==> src/rtl/rf_wport_arbiter.sv <==
// rf_wport_arbiter
// Shares the register file's single write port between the in-order
// writeback stage (absolute priority, never stalled) and a multi-cycle
// unit (valid/ready). Multi-cycle results are parked in an in-order
// pending buffer and drained on cycles where writeback is idle. A
// writeback to a register kills every older parked entry for that
// register, so program order (WAW) is preserved. Decode can look up
// live parked values for forwarding or stalling.
//
// Ports
//   clk, reset                 clock, synchronous active-high reset
//   wb_en/wb_addr/wb_wd        writeback write request (no back-pressure)
//   mc_valid/mc_ready          multi-cycle handshake
//   mc_addr/mc_wd              multi-cycle destination and data
//   q_addr1/2 -> q_hit1/2,     decode lookups over live parked entries,
//                q_wd1/2       youngest match wins, 0 when no hit
//   rf_w_en/rf_w_addr/rf_w_wd  register file write port (combinational)
//   pend_cnt                   occupied entries, live and killed
module rf_wport_arbiter #(
  parameter int DEPTH = 4
) (
  input  logic                   clk,
  input  logic                   reset,
  input  logic                   wb_en,
  input  logic [4:0]             wb_addr,
  input  logic [31:0]            wb_wd,
  input  logic                   mc_valid,
  output logic                   mc_ready,
  input  logic [4:0]             mc_addr,
  input  logic [31:0]            mc_wd,
  input  logic [4:0]             q_addr1,
  input  logic [4:0]             q_addr2,
  output logic                   q_hit1,
  output logic                   q_hit2,
  output logic [31:0]            q_wd1,
  output logic [31:0]            q_wd2,
  output logic                   rf_w_en,
  output logic [4:0]             rf_w_addr,
  output logic [31:0]            rf_w_wd,
  output logic [$clog2(DEPTH):0] pend_cnt
);

  localparam int PW = $clog2(DEPTH);
  localparam logic [PW:0] FULL = DEPTH[PW:0];

  logic [4:0]    addr_mem [DEPTH];
  logic [31:0]   wd_mem   [DEPTH];
  logic          live_reg [DEPTH];
  logic [PW-1:0] head_reg;
  logic [PW-1:0] tail_reg;
  logic [PW:0]   count_reg;
  logic [PW-1:0] lk_idx;

  logic wb_act;
  logic push;
  logic pop;

  assign wb_act   = wb_en && (wb_addr != 5'd0);
  assign mc_ready = (count_reg != FULL);
  assign pend_cnt = count_reg;
  // Nothing moves in a reset cycle: no accept, no pop, no write.
  assign push     = !reset && mc_valid && mc_ready;
  assign pop      = !reset && !wb_act && (count_reg != '0);

  // Write-port mux. A dead head is popped with the enable low.
  always_comb begin
    rf_w_en   = 1'b0;
    rf_w_addr = 5'd0;
    rf_w_wd   = 32'd0;
    if (!reset) begin
      if (wb_act) begin
        rf_w_en   = 1'b1;
        rf_w_addr = wb_addr;
        rf_w_wd   = wb_wd;
      end else if (count_reg != '0) begin
        rf_w_en   = live_reg[head_reg];
        rf_w_addr = addr_mem[head_reg];
        rf_w_wd   = wd_mem[head_reg];
      end
    end
  end

  // Entry payload; no reset needed since liveness gates every use.
  always_ff @(posedge clk) begin
    if (push) begin
      addr_mem[tail_reg] <= mc_addr;
      wd_mem[tail_reg]   <= mc_wd;
    end
  end

  always_ff @(posedge clk) begin
    if (reset) begin
      head_reg  <= '0;
      tail_reg  <= '0;
      count_reg <= '0;
    end else begin
      if (push) tail_reg <= tail_reg + 1'b1;
      if (pop)  head_reg <= head_reg + 1'b1;
      case ({push, pop})
        2'b10:   count_reg <= count_reg + 1'b1;
        2'b01:   count_reg <= count_reg - 1'b1;
        default: count_reg <= count_reg;
      endcase
    end
  end

  // Per-entry live bit. A push never targets an occupied slot and a pop
  // never coincides with a kill (pop needs wb idle), so the priority
  // order only matters for the slot being written.
  // An incoming entry that collides with the same-cycle writeback is
  // older than it, so it is stored already dead. Popped entries are
  // cleared so "live" also implies "occupied" for the lookup.
  for (genvar gi = 0; gi < DEPTH; gi++) begin : g_live
    always_ff @(posedge clk) begin
      if (reset) begin
        live_reg[gi] <= 1'b0;
      end else if (push && tail_reg == PW'(gi)) begin
        live_reg[gi] <= (mc_addr != 5'd0) && !(wb_act && mc_addr == wb_addr);
      end else if (pop && head_reg == PW'(gi)) begin
        live_reg[gi] <= 1'b0;
      end else if (wb_act && addr_mem[gi] == wb_addr) begin
        live_reg[gi] <= 1'b0;
      end
    end
  end

  // Lookup walks oldest to youngest so the last match (nearest the tail)
  // wins.
  always_comb begin
    q_hit1 = 1'b0;
    q_wd1  = 32'd0;
    q_hit2 = 1'b0;
    q_wd2  = 32'd0;
    lk_idx = head_reg;
    for (int k = 0; k < DEPTH; k++) begin
      lk_idx = head_reg + PW'(k);
      if (live_reg[lk_idx] && q_addr1 != 5'd0 && addr_mem[lk_idx] == q_addr1) begin
        q_hit1 = 1'b1;
        q_wd1  = wd_mem[lk_idx];
      end
      if (live_reg[lk_idx] && q_addr2 != 5'd0 && addr_mem[lk_idx] == q_addr2) begin
        q_hit2 = 1'b1;
        q_wd2  = wd_mem[lk_idx];
      end
    end
  end

  a_no_r0_write: assert property (@(posedge clk) disable iff (reset)
    rf_w_en |-> (rf_w_addr != 5'd0));

endmodule
==> config.mk <==
export PLATFORM = sky130hd
export DESIGN_NAME = rf_wport_arbiter
export DESIGN_NICKNAME = d
export VERILOG_FILES = /design/src/rtl/rf_wport_arbiter.sv
export SDC_FILE = /design/constraint.sdc
export NUM_CORES = 1
export LEC_CHECK = 0
export ABC_AREA = 1
export CAP_MARGIN = 20
export CORE_MARGIN = 1.5
export CORE_UTILIZATION = 40
export CTS_BUF_LIST = sky130_fd_sc_hd__clkbuf_2 sky130_fd_sc_hd__clkbuf_4 sky130_fd_sc_hd__clkbuf_8
export CTS_CLUSTER_SIZE = 25
export DETAILED_ROUTE_END_ITERATION = 8
export PLACE_DENSITY = 0.69
export SLEW_MARGIN = 20
export SYNTH_ARGS = -nofsm -noshare
export SYNTH_HDL_FRONTEND = slang
export SYNTH_SLANG_ARGS = --single-unit
==> constraint.sdc <==
create_clock -name clk -period 4.6 [get_ports clk]
set_input_delay 0.92 -clock clk [delete_from_list [all_inputs] [get_ports clk]]
set_output_delay 0.92 -clock clk [all_outputs]
set_load 0.03 [all_outputs]
After elaboration in Yosys (flattened, before gate mapping). Memories as Yosys holds them, arrays and structs flattened. A register that Yosys moved wholly into a read port is not among the register bits. Cells that the tools add are included.

Register bits after elaboration: 7. Bits in writable memories: 152. Input bits: 88. Logic and storage cells: 188. Memories: 3.

Memory list: wd_mem (words 4, width 32, read ports 4, clocked after Yosys merged registers in 1, wr ports 1, RTL line 47) `logic [31:0] wd_mem [DEPTH];`; addr_mem (words 4, width 5, read ports 8, clocked after Yosys merged registers in 1, wr ports 1, RTL line 46) `logic [4:0] addr_mem [DEPTH];`; live_reg (words 4, width 1, read ports 4, clocked after Yosys merged registers in 1, wr ports 4, RTL line 48) `logic live_reg [DEPTH];`.

Add/sub/neg operators: 6. Equality and inequality tests: 22. Muxes and demuxes: 96. Bitwise logic cells: 12. Reduce and logical (&&, ||, !) cells: 46.

Operators by type and width (count): $mux W32 (11); $mux W1 (75); $eq A5 B5 Y1 (13); $logic_and A1 B1 Y1 (35); $reduce_bool A5 Y1 (4); $mux W5 (3); $mux W2 (6); $or A1 B1 Y1 (12); $eq A2 B2 Y1 const B (5); $eq A2 B1 Y1 const B (3); $pmux W3 S2 (1); $add A2 B1 Y2 const B (2); $add A2 B2 Y2 const B (2); $logic_not A2 Y1 (2); $add A3 B1 Y3 const B (1); $logic_not A1 Y1 (3); $ne A3 B3 Y1 const B (1); $reduce_bool A3 Y1 (1); $sub A3 B1 Y3 const B (1); $reduce_bool A2 Y1 (1).

Logic depth before layout (Yosys ltp). Gate-level depths: netlist of run 1.

Depth in word-level cells: 12. Mapped depth: 20. Mapped depth without buffers: 14.

Least setup slack after synthesis of run 1. OpenSTA, ideal clock, no wires.

Kind: input to output. From: input wb_addr[1]. To: output rf_w_addr[1]. Arrival time: 2676 ps. Required time: 3680 ps. Setup slack: 1004 ps. Stages: 9. Cell sequence: clkbuf_1 > nor2_1 > nand3_1 > o21ai_0 > clkinv_1 > nor2_1 > buf_2 > inv_1 > o21ai_0.

Cells in the longest elaborated chain, start to end: 4.

Ends and longest elaborated chain: start: declaration (RTL line 25) `input logic [4:0] wb_addr,`; $reduce_bool A5 Y1 (RTL line 58) `assign wb_act = wb_en && (wb_addr != 5'd0);`; $logic_and A1 B1 Y1 (RTL line 58); $mux W5 (*) (RTL line 71) `if (wb_act) begin`; $mux W5 (*) (RTL line 70) `if (!reset) begin`; end: declaration (RTL line 38) `output logic [4:0] rf_w_addr,`.

Every way passes the cells marked *; elsewhere a longest branch is shown, timed or not.

Worst setup path after layout of run 1.
From: register head_reg[0]. To: output q_wd2[31].

Cells in the longest elaborated chain, start to end: 7. Elaborated cells between the ends (all ways): 18. Classes of those cells: 3 x add/sub; 3 x eq/ne; 3 x mux; 6 x reduce/logical; 3 x memory.

Ends and longest elaborated chain: start: declaration (RTL line 49) `logic [PW-1:0] head_reg;`; start signal: assignment (RTL line 98) `if (pop) head_reg <= head_reg + 1'b1;`; $add A2 B1 Y2 (RTL line 136) `lk_idx = head_reg + PW'(k);`; $mem_v2 Z4 W5 or $mem_v2 Z4 W1 (tied branches); $eq A5 B5 Y1 or $logic_and A1 B1 Y1 (tied branches) (RTL line 141) `if (live_reg[lk_idx] && q_addr2 != 5'd0 && addr_mem[lk_idx] == q_addr2) begin`; $logic_and A1 B1 Y1 (RTL line 141); $mux W32 (2 in a row) (RTL line 141); $mux W32 (*) (RTL line 141); end: declaration (RTL line 36) `output logic [31:0] q_wd2,`.

Marked as above.

==> results.toml, run 1 <==
[run_status]
status = "completed"

[logic_synthesis]
synthSimpleGateAreaFrac_pct = 33.6
synth_edf_count = 152
synth_top_family_by_area = "simple AND/OR/NAND/NOR gates"
syn-cell-area_um2 = 13100
yosysWarnings = 0
synth_xor_area_share_pct = 2.21
netlist-cell-type-count = 36
async_flop_share_pct = 0
ys_seq_area_share_pct = 36.3
synth_mux_area_share_pct = 4.67
synthFlopType = "edfxtp_1"
syn_inst = 1888
synth_compound_area_share_pct = 14.5
synthAdderAreaFrac_pct = 1.01
yosys_register_bits = 161
syn_nets = 1986
syn_avg_cell_area_um2 = 6.93

[pwr]
power_frac_seq_pct = 37.3
power_frac_comb_pct = 39.1
p_per_area_nw_per_um2 = 293
clockPowerShare_pct = 23.7
p_switching_mw = 1.78
p_int_mw = 2.77
leakage_nw = 6.59
sw_frac_of_total_pct = 39.2
peakVddDrop_mv = 0.198

[worst_hold_path]
hold_path_class = "reg2reg"

[floorplan]
num_rows = 66
ios = 196
die_x_um = 184
start_util_pct = 40.4
die_h_um = 184
coreArea_um2 = 32400
dieArea_um2 = 33800

[place]
io_buffers = 195
hpwl_um = 30700
place_ws_ns = 0.435
gp_congestion = 0.892

[timing]
final_hold_viol_count = 0
setup_tns_ns = 0
maxSlewHeadroom_pct = 44.8
setup_viol = 0
rsz0062_at_grt = "false"
worst_pin_slew_ns = 0.828
slew_violations = 0
finalCritPeriodShare_pct = 95.3
fin_worst_skew_ns = 0.0152
min_period_ns = 4.39
max_freq_mhz = 228
fin_ws_ns = 0.214

[setup_path]
worst-r2r-setup-slack_ns = 2.19
crit_family = "simple AND/OR/NAND/NOR gates"
crit_end = "q_wd2[31]"
regToRegStartpoint = "pend_cnt[0]"
worst-path-buf-inv = 3
critPathMaxStageDelay_ns = 0.60
crit_chain = "buf_12 > nand2_1 > nand3_1 > nand2_1 > nand2_1 > nand2_1 > nor2_1 > nand3_4 > buf_12 > nor2_1 > nor2_1 > nand2_1 > nand2_1 > nand2_1 > buf_12"
setup.worst_path.class = "reg2out"
crit_top_cell = "nand2_1"
cp.arrival_ns = 3.47
worst-path-stages = 15
endpoint_kind = "output pin"
rr_worst_depth = 7
path_max_fanout = 156
r2r-end = "wd_mem[0][3]"
cp-startpoint = "head_reg[0]"
cpMaxStageDelayCell = "buf_12"
cp-start-kind = "register"
required_ns = 3.68

[cts]
cts_tree = "yes"
numCtsBuffers = 17
cts-hold-fix-buffers = 0
cts-root-buf = "clkbuf_8"
clk_path_buf_depth = 2
htreeDepth = 4
cts_sinks = 161
clk_pin_slew_ns = 0.09
clk_latency_ns = 0.47

[detailed_routing]
vias = 13884
drc = 0
drtIter0Drc = 1538
via_per_inst = 5.63
ant_nets = 0
wl_per_cell_um = 18.7
drt_wl_total_um = 46100
drt_pre_antenna_iters = 6

[final_layout]
final_nets = 2109
mostFrequentLayoutCell = "nand2_1"
syn2layout_area_growth_pct = 18.9
drive_gt1_share_pct = 10.5
final_cell_mix = "nand2_1, nor2_1, o21ai_0, edfxtp_1"
largest_reg_flops = 128
nFillCells = 3197
diodes = 0

[grt]
grt_pass1_vias = 12860
grtUsageTotal_pct = 27.2
grt_pass1_wl_um = 71100
antenna_found_initial = 1
grt_start_max_net_pins = 157
overflow = 0

[flow_run]
max_cap_viol_count = 0
-- final cells by class --
cell class	instances	area, um2	share of cell area [%]
inverters	71	270	1.74
clock inverters	13	160	1.03
repair buffers	240	2210	14.2
clock buffers	19	249	1.60
flip-flops and latches	161	4750	30.6
well taps	442	553	3.56
multi-input cells	1520	7340	47.3
-- what timing repair did --
item | in CTS | in global routing
setup buffers | 0 | 0
endpoints found under the setup margin | 0 | 1
gates resized for setup | 0 | 1
-- worst register-to-register path, stage by stage, from the launching register on --
cell and delay [ns]:
dfxtp_1 0.36, inv_1 0.10, nand3_1 0.11, nand2_1 0.13, nor2_1 0.29, nand2_1 0.17, inv_2 0.49, buf_4 0.43
-- layer usage --
layer  vias to the layer above  part of all wire, %  track usage [%]
met3                       106                  9.4             4.56
met1                      6423                   41             35.0
met2                       764                   46             45.0
met4                         2                  3.8             11.9
li1                       6589                    -                -
met5                         -               0.0065                0
-- synthesized netlist by cell type, types with 7 or more instances --
| library cell | n | area share (%) |
|---|---|---|
| o21ai_0 | 209 | 8.0 |
| a32o_1 | 32 | 2.4 |
| dfxtp_1 | 9 | 1.4 |
| xor2_1 | 23 | 1.5 |
| a21oi_1 | 10 | 0.38 |
| nand2_1 | 492 | 14 |
| nor3_1 | 7 | 0.27 |
| buf_4 | 17 | 0.98 |
| ha_1 | 9 | 0.86 |
| clkbuf_1 | 56 | 1.6 |
| buf_6 | 14 | 1.2 |
| inv_1 | 64 | 1.8 |
| xnor2_1 | 10 | 0.67 |
| o22ai_1 | 65 | 3.1 |
| buf_2 | 45 | 1.7 |
| nand3_1 | 135 | 5.2 |
| mux2i_1 | 61 | 4.7 |
| nand4_1 | 13 | 0.62 |
| nor2_1 | 425 | 12 |
| edfxtp_1 | 152 | 35 |
-- worst min path at each step --
stage	startpoint	endpoint	slack (ns)	depth (start not counted)
final	pend_cnt[2]	pend_cnt[2]	0.51	2
after global routing	pend_cnt[2]	pend_cnt[2]	0.55	2
after CTS	pend_cnt[2]	pend_cnt[2]	0.51	2
after detailed placement	pend_cnt[2]	pend_cnt[2]	0.50	2
after global placement	pend_cnt[2]	pend_cnt[2]	0.49	2
after floorplan	tail_reg[1]	tail_reg[1]	0.50	2
-- cells by family (layout without fill, tap and decap cells) --
kind of cell / Yosys count / in the layout
XOR/XNOR: 33 / 33
multiplexers: 61 / 61
AO/OA/AOI/OAI: 326 / 326
buffers and inverters: 207 / 343
adder cells (fa/ha/maj): 10 / 10
flip-flops: 161 / 161
AND/OR/NAND/NOR: 1090 / 1090
-- power by group through the flow --
stage | clock (mW) | sequential (mW) | combinational [mW]
floorplan | 0 | 1.72 | 1.15
global placement | 0 | 1.73 | 1.73
detailed placement | 0 | 1.73 | 1.75
CTS | 1.09 | 1.70 | 1.76
global route | 1.15 | 1.70 | 1.93
finish | 1.08 | 1.70 | 1.78
-- stage by stage --
| step | total power, mW | instance area (um2) | hold WS [ns] | cells | util (%) |
|---|---|---|---|---|---|
| after floorplan | 2.87 | 13100 | 0.498 | 1888 | - |
| after detailed placement | 3.48 | 15100 | 0.499 | 2434 | 46.7 |
| after global placement | 3.46 | 15100 | 0.490 | 2434 | 46.7 |
| after global routing | 4.79 | 15500 | 0.548 | 2466 | 48.0 |
| after CTS | 4.54 | 15500 | 0.512 | 2466 | 48.0 |
| final | 4.55 | 15500 | 0.510 | 2466 | 48.0 |
(Power assumes the default switching activity.)
==> inputs of run 2 (changes only) <==
Settings changed: CORE_MARGIN 1.5 to not set, MAX_ROUTING_LAYER set to met4.
==> results.toml, run 2 (same netlist as run 1, synthesis figures left out) <==
[run_status]
status = "completed"

[cts]
numCtsBuffers = 17
cts_tree = "yes"
clk_path_buf_depth = 2
cts-root-buf = "clkbuf_8"
htreeDepth = 4
clk_latency_ns = 0.46
clk_pin_slew_ns = 0.09
cts_sinks = 161

[setup_path]
path_max_fanout = 16
endpoint_kind = "output pin"
cp.arrival_ns = 3.44
cp-start-kind = "register"
setup.worst_path.class = "reg2out"
required_ns = 3.68

[timing]
setup_viol = 0
finalCritPeriodShare_pct = 94.7
fin_worst_skew_ns = 0.0146
fin_ws_ns = 0.243
max_freq_mhz = 230
final_hold_viol_count = 0
rsz0062_at_grt = "false"
slew_violations = 0
min_period_ns = 4.36
fin_hold_ws_ns = 0.511
setup_tns_ns = 0
worst_pin_slew_ns = 0.778
maxSlewHeadroom_pct = 47.6

[pwr]
peakVddDrop_mv = 0.187
sw_frac_of_total_pct = 38.8
power_frac_seq_pct = 36.8
leakage_nw = 6.72
power_mw = 4.62
p_per_area_nw_per_um2 = 290
p_switching_mw = 1.79
clockPowerShare_pct = 23.0
p_int_mw = 2.83
power_frac_comb_pct = 40.2

[final_layout]
stdcell_count = 2464
postLayoutCoreUtil_pct = 50.0
design_area_um2 = 15900
drive_gt1_share_pct = 10.8
mostFrequentLayoutCell = "nand2_1"
largest_reg_flops = 128
syn2layout_area_growth_pct = 21.8
final_nets = 2114
final_cell_mix = "nand2_1, nor2_1, o21ai_0, edfxtp_1, nand3_1"

[grt]
antenna_found_initial = 1
grt_start_max_net_pins = 157
grt_pass1_wl_um = 70100
grtUsageTotal_pct = 27.8
grt_pass1_vias = 12648
overflow = 0

[floorplan]
coreArea_um2 = 31900
ios = 196
num_rows = 65
die_x_um = 183
die_h_um = 183
dieArea_um2 = 33400
start_util_pct = 41.0

[place]
dp_cells = 2429
io_buffers = 195
place_ws_ns = 0.415
gp_congestion = 0.954
place_area_um2 = 15500
hpwl_um = 30800

[detailed_routing]
wl_per_cell_um = 18.7
vias = 13827
via_per_inst = 5.61
drc = 0
drt_pre_antenna_iters = 5
drtIter0Drc = 1507
drt_wl_total_um = 46000
ant_nets = 0

[flow_run]
max_cap_viol_count = 0

[worst_hold_path]
hold_path_class = "reg2reg"
==> run 2: cell types whose count changed in the layout (fill, tap and decap cells not counted) <==
cell | previous run | this run
diode_2 | 0 | 1
inv_1 | 60 | 59
clkbuf_16 | 0 | 1
clkinvlp_4 | 3 | 2
inv_6 | 2 | 0
inv_2 | 7 | 8
buf_16 | 0 | 1
buf_12 | 14 | 41
clkinv_2 | 2 | 4
clkdlybuf4s50_1 | 92 | 91
buf_4 | 133 | 110
==> run 2: path summary, 6_finish.rpt <==
| kind | from | endpoint | slack [ns] | cells past startpoint |
|---|---|---|---|---|
| setup / recovery | register | q_wd1[22] | 0.24 | 15 |
| hold / removal | pend_cnt[2] | pend_cnt[2] | 0.51 | 2 |
| setup reg to reg | pend_cnt[0] | wd_mem[0][22] | 2.15 | 7 |
| hold reg to reg | pend_cnt[2] | pend_cnt[2] | 0.51 | 2 |
==> run 2: routing by layer <==
layer | share of wire, % | wire [um] | up-vias | global-route usage, %
li1 | - | - | 6609 | -
met1 | 42 | 19100 | 6369 | 35.6
met2 | 46 | 21300 | 742 | 44.1
met3 | 9.1 | 4200 | 107 | 4.13
met4 | 3.0 | 1390 | 0 | 11.4
met5 | 0 | 0 | - | -
==> run 2: final cells by class <==
| cell class | instances | area [um2] |
|---|---|---|
| inverters | 71 | 273 |
| repair buffers | 245 | 2620 |
| multi-input cells | 1520 | 7340 |
| fillers | 3074 | 16000 |
| diodes | 1 | 2.50 |
| clock buffers | 19 | 249 |
| flip-flops and latches | 161 | 4750 |
| well taps | 435 | 544 |
| clock inverters | 12 | 143 |
==> run 2: worst max-delay path, cell delays in order (launching register included) <==
cell        delay (ns)
dfxtp_2           0.62
clkinvlp_4        0.15
buf_4             0.21
nand3_1           0.17
nand2_1           0.17
nand2_1           0.09
nand2_1           0.05
nor2_1            0.32
nand2_1           0.18
nor2_4            0.28
buf_4             0.26
nand3_1           0.09
nand2_1           0.08
nand2_1           0.04
nand2_1           0.09
buf_4             0.17
==> run 2: repair_timing <==
item,in CTS,in global routing
buffers inserted,0,2
setup endpoints to repair,0,33
resized for setup,0,3
hold buffers,0,0
==> run 2: power by group through the flow <==
| stage | Sequential [mW] | Combinational, mW | Clock [mW] |
|---|---|---|---|
| floorplan | 1.72 | 1.15 | 0 |
| detailed placement | 1.73 | 1.82 | 0 |
| global placement | 1.73 | 1.80 | 0 |
| global route | 1.70 | 2.01 | 1.13 |
| CTS | 1.70 | 1.83 | 1.07 |
| finish | 1.70 | 1.86 | 1.06 |
==> RTL edit: new RTL, flow settings as in run 1 <==
The parameter `DEPTH` goes from 4 to 2.
--- a/src/rtl/rf_wport_arbiter.sv
+++ b/src/rtl/rf_wport_arbiter.sv
@@ -17,7 +17,7 @@
 //   rf_w_en/rf_w_addr/rf_w_wd  register file write port (combinational)
 //   pend_cnt                   occupied entries, live and killed
 module rf_wport_arbiter #(
-  parameter int DEPTH = 4
+  parameter int DEPTH = 2
 ) (
   input  logic                   clk,
   input  logic                   reset,
Interface: changed (resized pend_cnt); port bits go from 196 to 195. The function was not compared with the original's and may differ.
==> RTL edit against run 1 <==
Synthesized cell count shrank 56%. Sequential power shrank 49%. Total power shrank 55%. Cell area shrank 48%. Sequential share of layout area shrank 1.3 points. Routed wire length shrank 56%. Synthesized area shrank 54%. Setup slack gained 0.19 ns. Via count shrank 53%. Sequential cell count shrank 80. Hold slack gained 0.015 ns. Largest power group is now sequential cells.
==> RTL edit: results (changes against run 1) <==
** Outcome
- Result of the run :: complete, no violations (unchanged)

** Worst hold path
- End point of the most critical hold path :: pend_cnt[1]$_SDFFE_PP0P_ (was pend_cnt[2]$_SDFFE_PP0P_)
- Min-Delay Startpoint :: pend_cnt[1]$_SDFFE_PP0P_ (was pend_cnt[2]$_SDFFE_PP0P_)

** Clock network
- Number of buffers added by the clock tree synthesis step :: 9 (was 17)
- The clock insertion delay at the later pin of the skew report was 0.38 ns (was 0.47 ns).
- The maximum level of the CTS H-tree came to 3 (was 4).

** Logic synthesis
- Number of enable flip-flop cells after synthesis :: 76 (was 152)
- Ranking of synthesized cells by instance count: 261 x nand2_1, 160 x nand3_1, 76 x edfxtp_1 (was 492 x nand2_1, 425 x nor2_1, 209 x o21ai_0).
- Cell types occupying the most area after synthesis :: edfxtp_1 38%, nand2_1 16%, nand3_1 13% (was edfxtp_1 35%, nand2_1 14%, nor2_1 12%)
- The distinct cell type count after synthesis is 27 (was 36).
- The number of nets in the synthesized netlist came to 928 (was 1,986).
- The sequential-to-total area share from yosys stat came to 39.99% (was 36.29%).

** Global routing
- The overall fraction of global-route tracks in use is 25.80% (was 27.22%).
- The initial antenna violation count is 0 (was 1).
- The maximum number of pins on one net before global-route repair is 49 (was 157).
- Vias in the first global route :: 6,034 (was 12,860)
- The wire length of the first global-routing pass was 32,130 µm (was 71,130 µm).

** Critical path
- The maximum fanout encountered on the critical timing path came to 32 (was 156).
- Start point of the critical path :: q_addr2[2] (was head_reg[0]$_SDFFE_PP0N_)
- Minimum setup slack among reg-to-reg paths :: 2.34 ns (was 2.19 ns)
- The worst reg-to-reg path cell count is 10 (was 7).
- The arrival time of data at the critical path endpoint was 3.28 ns (was 3.47 ns).
- RR Endpoint :: pend_cnt[1]$_SDFFE_PP0P_ (was wd_mem[0][3]$_DFFE_PP_)

** Placement
- The final RePlAce weighted congestion was 0.8951 (was 0.8923).
- The port buffer count is 194 (was 195).

** Cells and area
- The layout cell share with drive strength beyond 1 came to 9.254% (was 10.52%).
- The total inserted antenna cells is 0 (unchanged).
- Layout fillers :: 1,426 (was 3,197)

** Power and ir drop
- Leakage power of the design :: 3.605 nW (was 6.588 nW)
- The worst ir drop on vdd is 139.9 µV (was 198.4 µV).

** Timing
- Largest clock skew in the final design :: 0.01358 ns (was 0.01519 ns)
- The pin slew with the least headroom to its limit came to 0.9237 ns (was 0.8276 ns).

** Routing
- Pre-antenna DRT Iters :: 5 (was 6)
- The DRC marker count from the first detailed-route iteration is 537 (was 1,538).
- The total number of vias is 6,491 (was 13,884).
-- RTL edit: cell types whose count changed after synthesis, sizes merged, moves of 7 or more --
cell	before	now
xor2	23	9
o21ai	214	73
clkbuf	56	21
nor2	432	28
buf	80	42
mux2i	61	0
o22ai	65	0
a21oi	12	5
a32o	32	0
nand4	13	69
edfxtp	152	76
nand2	496	261
nand3	140	162
-- RTL edit: how the worst max path moves through the flow --
stage                                            to  depth (start not counted)
after CTS                                 q_wd2[22]                          9
after global placement                    q_wd2[22]                          9
after detailed placement                  q_wd2[22]                          9
after floorplan           live_reg[1]$_SDFFCE_PP0P_                          9
final                                     q_wd2[22]                          9
after global routing                      q_wd1[22]                          9
-- RTL edit: area by class of cell --
type | count | share of cell area, %
multi-input combinational | 621 | 37.02
inverter | 72 | 3.354
timing repair buffer | 215 | 25.45
sequential | 81 | 29.31
tap | 184 | 2.831
clock buffer | 12 | 1.800
clock inverter | 4 | 0.2462
-- RTL edit: cell families after synthesis --
kind of cell             after synthesis  synth area share, %
XOR/XNOR                              14                2.058
adder cells (fa/ha/maj)                3               0.6302
AO/OA/AOI/OAI                         82                7.057
AND/OR/NAND/NOR                      522                40.37
buffers and inverters                135                9.893
flip-flops                            81                39.99
-- RTL edit: per-layer routing --
| layer | vias up | track usage (%) | share of wire (%) |
|---|---|---|---|
| met2 | 270 | 42.69 | 47 |
| met3 | 26 | 6.162 | 7.7 |
| met1 | 3003 | 33.99 | 44 |
| met5 | - | 0 | 0 |
| li1 | 3192 | - | - |
| met4 | 0 | 6.751 | 1.7 |
-- RTL edit: power groups by stage --
stage	logic, mW	clock network, mW	registers [mW]
after floorplan	0.441	0	0.875
after global placement	0.718	0	0.884
after detailed placement	0.717	0	0.885
after CTS	0.721	0.468	0.868
after global routing	0.789	0.494	0.872
final	0.723	0.460	0.868
-- RTL edit: per-stage QoR --
| step | std cells | instance area (µm²) | hold slack [ns] | power [mW] | setup WS, ns |
|---|---|---|---|---|---|
| after floorplan | 837 | 5957 | 0.4501 | 1.316 | 1.079 |
| after global placement | 1173 | 7966 | 0.4995 | 1.602 | 0.4071 |
| after detailed placement | 1173 | 7966 | 0.5067 | 1.602 | 0.4487 |
| after CTS | 1189 | 8133 | 0.5191 | 2.057 | 0.4415 |
| after global routing | 1189 | 8133 | 0.5478 | 2.155 | 0.2573 |
| final | 1189 | 8133 | 0.5247 | 2.051 | 0.4037 |
-- RTL edit: worst max-delay path: stages --
cell             delay (ns)
clkdlybuf4s50_1        0.57
nor2_1                 0.07
nand3_1                0.10
nand2_1                0.10
nor2_4                 0.12
buf_4                  0.40
nand4_1                0.20
nand2_1                0.11
clkdlybuf4s50_1        0.66
